==> src/rtl/wb_arbiter_rr_nx1_if.sv <==
// rtl/wb_arbiter_rr_nx1_if.sv - bus bundle between N Wishbone requesters, the arbiter and the shared slave port
// slave modport is the arbiter's view; master modport is the surrounding masters and shared slave.
interface wb_arbiter_rr_nx1_if #(
  parameter int WB_ADDR_WIDTH = 32,
  parameter int WB_DATA_WIDTH = 32,
  parameter int N_MASTERS     = 4
);
  localparam int AW = WB_ADDR_WIDTH;
  localparam int DW = WB_DATA_WIDTH;
  localparam int SW = WB_DATA_WIDTH / 8;
  localparam int N  = N_MASTERS;

  logic [N*AW-1:0] m_adr;
  logic [N*DW-1:0] m_dat_w;
  logic [N*SW-1:0] m_sel;
  logic [N*3-1:0]  m_cti;
  logic [N*2-1:0]  m_bte;
  logic [N-1:0]    m_cyc;
  logic [N-1:0]    m_stb;
  logic [N-1:0]    m_we;
  logic [DW-1:0]   m_dat_r;
  logic [N-1:0]    m_ack;
  logic [N-1:0]    m_err;

  logic [AW-1:0]   s_adr;
  logic [DW-1:0]   s_dat_w;
  logic [SW-1:0]   s_sel;
  logic [2:0]      s_cti;
  logic [1:0]      s_bte;
  logic            s_cyc;
  logic            s_stb;
  logic            s_we;
  logic [DW-1:0]   s_dat_r;
  logic            s_ack;
  logic            s_err;

  modport slave (
    input  m_adr, m_dat_w, m_sel, m_cti, m_bte, m_cyc, m_stb, m_we,
    output m_dat_r, m_ack, m_err,
    output s_adr, s_dat_w, s_sel, s_cti, s_bte, s_cyc, s_stb, s_we,
    input  s_dat_r, s_ack, s_err
  );

  modport master (
    output m_adr, m_dat_w, m_sel, m_cti, m_bte, m_cyc, m_stb, m_we,
    input  m_dat_r, m_ack, m_err,
    input  s_adr, s_dat_w, s_sel, s_cti, s_bte, s_cyc, s_stb, s_we,
    output s_dat_r, s_ack, s_err
  );
endinterface

==> src/rtl/wb_arbiter_rr_nx1.sv <==
// rtl/wb_arbiter_rr_nx1.sv - round-robin N:1 Wishbone arbiter with slave watchdog
// Grants whole CYC-to-CYC bus cycles; a dead IDLE cycle separates consecutive owners.
module wb_arbiter_rr_nx1 #(
  parameter int WB_ADDR_WIDTH  = 32,
  parameter int WB_DATA_WIDTH  = 32,
  parameter int N_MASTERS      = 4,
  parameter int TIMEOUT_CYCLES = 255
) (
  input  logic                  clk,
  input  logic                  rstn,
  wb_arbiter_rr_nx1_if.slave    bus,
  output logic [N_MASTERS-1:0]  gnt
);
  localparam int AW = WB_ADDR_WIDTH;
  localparam int DW = WB_DATA_WIDTH;
  localparam int SW = WB_DATA_WIDTH / 8;
  localparam int N  = N_MASTERS;
  localparam int IW = $clog2(N);
  localparam int WW = (TIMEOUT_CYCLES > 0) ? $clog2(TIMEOUT_CYCLES + 1) : 1;

  localparam logic [1:0] ST_IDLE = 2'd0;
  localparam logic [1:0] ST_BUSY = 2'd1;
  localparam logic [1:0] ST_ERR  = 2'd2;
  localparam logic [1:0] ST_REL  = 2'd3;

  logic [1:0]    state;
  logic [IW-1:0] last;
  logic [IW-1:0] gidx;
  logic [IW-1:0] winner;
  logic [IW-1:0] cand;
  logic          found;
  logic [WW-1:0] wdog;
  logic          busy;
  logic          g_cyc;
  logic          g_stb;
  logic          stall;
  logic          timeout;

  // Scan starts just after the previous owner so every requester gets a turn.
  always_comb begin
    found  = 1'b0;
    winner = last;
    cand   = '0;
    for (int k = 1; k <= N; k++) begin
      cand = IW'((int'(last) + k) % N);
      if (!found && bus.m_cyc[cand]) begin
        found  = 1'b1;
        winner = cand;
      end
    end
  end

  assign busy  = (state == ST_BUSY);
  assign g_cyc = bus.m_cyc[gidx];
  assign g_stb = bus.m_stb[gidx];

  assign bus.s_adr   = busy ? bus.m_adr[int'(gidx)*AW +: AW]   : '0;
  assign bus.s_dat_w = busy ? bus.m_dat_w[int'(gidx)*DW +: DW] : '0;
  assign bus.s_sel   = busy ? bus.m_sel[int'(gidx)*SW +: SW]   : '0;
  assign bus.s_cti   = busy ? bus.m_cti[int'(gidx)*3 +: 3]     : 3'b000;
  assign bus.s_bte   = busy ? bus.m_bte[int'(gidx)*2 +: 2]     : 2'b00;
  assign bus.s_cyc   = busy & g_cyc;
  assign bus.s_stb   = busy & g_stb;
  assign bus.s_we    = busy & bus.m_we[gidx];

  assign bus.m_dat_r = bus.s_dat_r;
  assign bus.m_ack   = busy ? (gnt & {N{bus.s_ack}}) : '0;
  assign bus.m_err   = busy ? (gnt & {N{bus.s_err}}) :
                       (state == ST_ERR) ? gnt : '0;

  // A slave answer in the limit cycle beats the watchdog because stall is then low.
  assign stall   = busy && g_stb && !bus.s_ack && !bus.s_err;
  assign timeout = (TIMEOUT_CYCLES != 0) && stall && (wdog == WW'(TIMEOUT_CYCLES));

  always_ff @(posedge clk) begin
    if (!rstn) begin
      state <= ST_IDLE;
      gnt   <= '0;
      last  <= IW'(N - 1);
      gidx  <= '0;
      wdog  <= '0;
    end else begin
      case (state)
        ST_IDLE: begin
          wdog <= '0;
          if (found) begin
            gnt   <= {{(N-1){1'b0}}, 1'b1} << winner;
            last  <= winner;
            gidx  <= winner;
            state <= ST_BUSY;
          end
        end
        ST_BUSY: begin
          if (!g_cyc) begin
            state <= ST_IDLE;
            gnt   <= '0;
            wdog  <= '0;
          end else if (timeout) begin
            state <= ST_ERR;
            wdog  <= '0;
          end else if (stall) begin
            if (wdog != '1) wdog <= wdog + 1'b1;
          end else begin
            wdog <= '0;
          end
        end
        ST_ERR: begin
          wdog  <= '0;
          state <= ST_REL;
        end
        ST_REL: begin
          wdog <= '0;
          if (!g_cyc) begin
            state <= ST_IDLE;
            gnt   <= '0;
          end
        end
        default: begin
          state <= ST_IDLE;
          gnt   <= '0;
          wdog  <= '0;
        end
      endcase
    end
  end
endmodule

==> src/flat_wrapper.sv <==
// flat-port wrapper written by rule: the top's interface ports become plain ports
module wb_arbiter_rr_nx1_flat 
#(
  parameter int WB_ADDR_WIDTH  = 32,
  parameter int WB_DATA_WIDTH  = 32,
  parameter int N_MASTERS      = 4,
  parameter int TIMEOUT_CYCLES = 255
)
  (clk, rstn, gnt, bus_m_adr, bus_m_dat_w, bus_m_sel, bus_m_cti, bus_m_bte, bus_m_cyc, bus_m_stb, bus_m_we, bus_m_dat_r, bus_m_ack, bus_m_err, bus_s_adr, bus_s_dat_w, bus_s_sel, bus_s_cti, bus_s_bte, bus_s_cyc, bus_s_stb, bus_s_we, bus_s_dat_r, bus_s_ack, bus_s_err);
  wb_arbiter_rr_nx1_if #(.WB_ADDR_WIDTH(WB_ADDR_WIDTH), .WB_DATA_WIDTH(WB_DATA_WIDTH), .N_MASTERS(N_MASTERS)) bus_i ();
  input  logic clk;
  input  logic rstn;
  output logic [N_MASTERS-1:0] gnt;
  input wire logic [$bits(bus_i.m_adr)-1:0] bus_m_adr;
  input wire logic [$bits(bus_i.m_dat_w)-1:0] bus_m_dat_w;
  input wire logic [$bits(bus_i.m_sel)-1:0] bus_m_sel;
  input wire logic [$bits(bus_i.m_cti)-1:0] bus_m_cti;
  input wire logic [$bits(bus_i.m_bte)-1:0] bus_m_bte;
  input wire logic [$bits(bus_i.m_cyc)-1:0] bus_m_cyc;
  input wire logic [$bits(bus_i.m_stb)-1:0] bus_m_stb;
  input wire logic [$bits(bus_i.m_we)-1:0] bus_m_we;
  output wire logic [$bits(bus_i.m_dat_r)-1:0] bus_m_dat_r;
  output wire logic [$bits(bus_i.m_ack)-1:0] bus_m_ack;
  output wire logic [$bits(bus_i.m_err)-1:0] bus_m_err;
  output wire logic [$bits(bus_i.s_adr)-1:0] bus_s_adr;
  output wire logic [$bits(bus_i.s_dat_w)-1:0] bus_s_dat_w;
  output wire logic [$bits(bus_i.s_sel)-1:0] bus_s_sel;
  output wire logic [$bits(bus_i.s_cti)-1:0] bus_s_cti;
  output wire logic [$bits(bus_i.s_bte)-1:0] bus_s_bte;
  output wire logic [$bits(bus_i.s_cyc)-1:0] bus_s_cyc;
  output wire logic [$bits(bus_i.s_stb)-1:0] bus_s_stb;
  output wire logic [$bits(bus_i.s_we)-1:0] bus_s_we;
  input wire logic [$bits(bus_i.s_dat_r)-1:0] bus_s_dat_r;
  input wire logic [$bits(bus_i.s_ack)-1:0] bus_s_ack;
  input wire logic [$bits(bus_i.s_err)-1:0] bus_s_err;
  assign bus_i.m_adr = bus_m_adr;
  assign bus_i.m_dat_w = bus_m_dat_w;
  assign bus_i.m_sel = bus_m_sel;
  assign bus_i.m_cti = bus_m_cti;
  assign bus_i.m_bte = bus_m_bte;
  assign bus_i.m_cyc = bus_m_cyc;
  assign bus_i.m_stb = bus_m_stb;
  assign bus_i.m_we = bus_m_we;
  assign bus_m_dat_r = bus_i.m_dat_r;
  assign bus_m_ack = bus_i.m_ack;
  assign bus_m_err = bus_i.m_err;
  assign bus_s_adr = bus_i.s_adr;
  assign bus_s_dat_w = bus_i.s_dat_w;
  assign bus_s_sel = bus_i.s_sel;
  assign bus_s_cti = bus_i.s_cti;
  assign bus_s_bte = bus_i.s_bte;
  assign bus_s_cyc = bus_i.s_cyc;
  assign bus_s_stb = bus_i.s_stb;
  assign bus_s_we = bus_i.s_we;
  assign bus_i.s_dat_r = bus_s_dat_r;
  assign bus_i.s_ack = bus_s_ack;
  assign bus_i.s_err = bus_s_err;
  wb_arbiter_rr_nx1 #(.WB_ADDR_WIDTH(WB_ADDR_WIDTH), .WB_DATA_WIDTH(WB_DATA_WIDTH), .N_MASTERS(N_MASTERS), .TIMEOUT_CYCLES(TIMEOUT_CYCLES)) u_core (.clk(clk), .rstn(rstn), .bus(bus_i), .gnt(gnt));
endmodule
==> config.mk <==
export PLATFORM = sky130hd
export DESIGN_NAME = wb_arbiter_rr_nx1_flat
export DESIGN_NICKNAME = d
export VERILOG_FILES = /design/src/rtl/wb_arbiter_rr_nx1_if.sv /design/src/rtl/wb_arbiter_rr_nx1.sv /design/src/flat_wrapper.sv
export SDC_FILE = /design/constraint.sdc
export NUM_CORES = 1
export LEC_CHECK = 0
export CORE_AREA = 2 2 181 183
export CTS_CLUSTER_SIZE = 20
export DETAILED_ROUTE_END_ITERATION = 12
export DIE_AREA = 0 0 183 185
export PLACE_DENSITY = 0.5
export SYNTH_ARGS = -nofsm -noshare
export SYNTH_HDL_FRONTEND = slang
export SYNTH_SLANG_ARGS = --single-unit
==> constraint.sdc <==
create_clock -name clk -period 1.6 [get_ports clk]
set_input_delay 0.32 -clock clk [delete_from_list [all_inputs] [get_ports clk]]
set_output_delay 0.32 -clock clk [all_outputs]
set_load 0.02 [all_outputs]
==> results_tabular.tex <==
\begin{tabular}{lr}
\hline
Metric & Value \\
\hline
\multicolumn{2}{l}{\textbf{STA}} \\
Final-report hold violation count & 0 \\
Worst-case clock skew & 4.02 ps \\
Max-slew violations & 0 \\
Worst Tran Pin Value & about 500 ps \\
Final period utilization & 136\% \\
Max Clk Rate & between 400 and 500 MHz \\
Max-Slew Margin vs Limit & 67.4\% \\
Post-route worst setup slack & -579 ps \\
Final hold slack & slightly above 500 ps \\
Post-route minimum period & 2180 ps \\
Unrepaired setup endpoints after global routing & yes \\
Finish-stage setup viols & 94 \\
\multicolumn{2}{l}{\textbf{Routing}} \\
Total Wirelength & between 20 and 25 mm \\
Remaining DRCs & 0 \\
DRT iter0 DRCs & 97 \\
Via/cell ratio & 3.81 \\
Total iterations of the first detailed-routing run & 4 \\
Routed WL per cell & 19.4 microns \\
Post-route antenna net violation count & 0 \\
Number of vias in the routed layout & 4311 \\
\multicolumn{2}{l}{\textbf{Global routing}} \\
Met1 layer usage reported by global route & 15.4\% \\
Layer carrying the most global-route usage & met2 \\
Initial antenna violation count & 1 \\
Maximum number of pins on one net before global-route repair & 39 \\
GR met3 Demand/Resource & 3.07\% \\
Global-route wire length before repair & 30.7 mm \\
Routing usage on met2 & 20.8\% \\
Number of global-route vias before repair & 4621 \\
Total routing resource utilization after global routing & 12.1\% \\
Residual overflow from global routing & 0 \\
\multicolumn{2}{l}{\textbf{Placement}} \\
Count of port buffers added during placement & 395 \\
Placed Instances & 1095 \\
Estimated wirelength of the detail-placed design & 17.3 mm \\
Weighted congestion reported at the end of routability-driven placement & 0.844 \\
Post-detailed-placement cell area & 8050 sq um \\
\multicolumn{2}{l}{\textbf{Die}} \\
Die Span X & 183 microns \\
Standard-cell row count & 66 \\
Die outline area & 33900 sq um \\
Initial core utilization & a little over a tenth \\
Number of top-level design ports & 460 \\
Core Box Area & 32000 sq um \\
Die extent in y & 185 microns \\
\multicolumn{2}{l}{\textbf{Final layout}} \\
Relative area change from synthesis to final layout & 150\% \\
Design Area, Final & 8780 sq um \\
Number of nets in the final layout & about 1100 \\
Fill cell instance count of the final layout & roughly 3400 \\
Share of final-layout standard cells stronger than drive strength 1 & 45.5\% \\
Post-route non-filler standard cell count & 1131 \\
Ant diodes & 0 \\
\multicolumn{2}{l}{\textbf{Critical path}} \\
Cell with the largest stage delay on the worst path & sky130\_fd\_sc\_hd\_\_mux4\_2 \\
Path type of the worst setup path & reg2out \\
Max incr delay on CP & about 500 ps \\
Critical path endpoint category & output port \\
Critical-path maximum fanout & 6 \\
Critical Path Most Common Cell & sky130\_fd\_sc\_hd\_\_buf\_12 \\
Critical path data required time & around 1300 ps \\
Startpoint type of the worst setup path & flop \\
Cell Chain, Critical Path & buf\_12, buf\_12, buf\_16, mux4\_2, and2\_4, buf\_6 \\
Signal arrival time at the worst endpoint & 1860 ps \\
\multicolumn{2}{l}{\textbf{CTS}} \\
Post-CTS Hold Buffers & 0 \\
Number of buffers added by the clock tree synthesis step & 3 \\
Number of buffers on the longest clock path & 2 \\
Worst skew pair latency & 250 ps \\
CTS root buffer & sky130\_fd\_sc\_hd\_\_clkbuf\_16 \\
H-tree levels & 1 \\
Clock transition at the registers of the reported paths & roughly 50 ps \\
CTS tree & done \\
Number of sinks on the clock net & 18 \\
\multicolumn{2}{l}{\textbf{Synth}} \\
Most common cell in the netlist & sky130\_fd\_sc\_hd\_\_and2\_1 \\
Leading post-synthesis cells by instance count & sky130\_fd\_sc\_hd\_\_and2\_1, sky130\_fd\_sc\_hd\_\_mux4\_2, sky130\_fd\_sc\_hd\_\_buf\_4 \\
Most used flip-flop cell after synthesis & sky130\_fd\_sc\_hd\_\_dfxtp\_1 \\
Yosys warns & 0 \\
Biggest area consumer among synthesized cells & sky130\_fd\_sc\_hd\_\_mux4\_2 \\
Net count after synthesis & 658 \\
Sequential cell area fraction in the yosys report & 10.3\% \\
Fraction of synthesis flops using an asynchronous set or reset pin & 0\% \\
Number of cells produced by synthesis & around 320 \\
Leading cell types by total area after synthesis & sky130\_fd\_sc\_hd\_\_mux4\_2, sky130\_fd\_sc\_hd\_\_and2\_1, sky130\_fd\_sc\_hd\_\_dfxtp\_1 \\
Average cell area after synthesis & around 11 sq um \\
Synth top area share & roughly half \\
Netlist Area Pre-Place & around 3500 sq um \\
Number of synthesized flops with an enable pin & 0 \\
Post-synthesis sequential element count & 18 \\
Unique masters post-synth & 40 \\
\multicolumn{2}{l}{\textbf{Power}} \\
Total power of the final layout & 4650 uW \\
LEAKAGE & roughly 0.0033 uW \\
Peak supply drop & 0.443 mV \\
Power density relative to cell area & 529 nW/um\^{}2 \\
\multicolumn{2}{l}{\textbf{Flow run}} \\
Max-cap violation count & 0 \\
\multicolumn{2}{l}{\textbf{Worst hold path}} \\
Path class of the lowest-slack min-delay path & reg2reg \\
\multicolumn{2}{l}{\textbf{Run status}} \\
Run status & finished, violations left \\
Violations in the final reports & setup timing \\
\hline
\end{tabular}
## critical path, delay by kind of cell, from the launching register on
| family | cells | cell delay (ps) |
|---|---|---|
| DFF | 1 | 410 |
| muxes | 1 | 500 |
| buffers and inverters | 4 | 510 |
| and+or+nand+nor | 1 | 180 |
## what timing repair did
| item | in CTS | in global routing |
|---|---|---|
| hold endpoints to repair | 0 | 0 |
| buffers inserted | 22 | 11 |
| endpoints found under the setup margin | 106 | 100 |
| pin swaps | 28 | 5 |
| cloned | 9 | 0 |
| gates resized for setup | 534 | 33 |
## registers in the layout, summed over array words and instances, names as in the netlist, named ones only
name / cells
u_core.state: 1
u_core.gidx: 2
u_core.gnt: 4
u_core.last: 2
u_core.wdog: 8
## through the flow
stage	setup WS, ps	setup TNS (ps)	utilization (%)
floorplan	-134	-5260	-
global placement	-748	-59690	25.1
detailed placement	-739	-60290	25.1
CTS	-618	-43650	27.2
global route	-643	-48090	27.4
finish	-579	-41960	27.4
## logic make-up (layout without fill, tap and decap cells)
kind of cell	Yosys count	count (layout)	synth area share (%)
AOI/OAI and AO/OA	22	22	4.74
muxes	77	77	48.7
and+or+nand+nor	128	128	22.5
xor gates and xnor gates	5	5	1.25
buffers and inverters	66	472	12.2
adders and majority gates	1	1	0.356
DFF	18	18	10.3
## worst paths after layout
check | slack [ps] | depth (start not counted) | from | endpoint
worst max-delay path | -580 | 6 | u_core.gidx[0] | bus_s_dat_w[24]
worst min-delay path | 510 | 2 | u_core.wdog[7] | u_core.wdog[7]
worst max register to register | -440 | 9 | u_core.gidx[0] | u_core.wdog[3]
worst min register to register | 510 | 2 | u_core.wdog[7] | u_core.wdog[7]
## placed cells by master (no fill, tap or decap), types with 7 or more instances in the layout
cell type / n
sky130_fd_sc_hd__buf_4: 44
sky130_fd_sc_hd__buf_6: 63
sky130_fd_sc_hd__and2_1: 9
sky130_fd_sc_hd__clkdlybuf4s50_1: 302
sky130_fd_sc_hd__mux4_2: 75
sky130_fd_sc_hd__dlygate4sd2_1: 7
sky130_fd_sc_hd__and2_4: 70
sky130_fd_sc_hd__buf_12: 16
sky130_fd_sc_hd__dfxtp_1: 14
sky130_fd_sc_hd__nor2_1: 7
sky130_fd_sc_hd__buf_2: 19
## where the power goes
group | switching, uW | leakage [uW] | internal [uW]
logic | 1320 | 0.00314 | 2270
clock network | 175 | 0.0000442 | 380
registers | 33.2 | 0.000149 | 475
## layout make-up
cell class,instances,area (sq um),area share [%]
Sequential cell,18,373,4.25
Inverter,5,18.8,0.214
Tap cell,408,510,5.81
Timing Repair Buffer,463,4800,54.7
Clock buffer,4,88.8,1.01
Multi-Input combinational cell,233,2990,34.0
## layer usage
layer / vias to the layer above / share of wire [%]
met5: - / 0.046
met4: 2 / 1.7
met3: 16 / 8.1
met2: 223 / 49
met1: 2076 / 41
li1: 1994 / -
No activity file was read; power rests on OpenSTA's default activity.
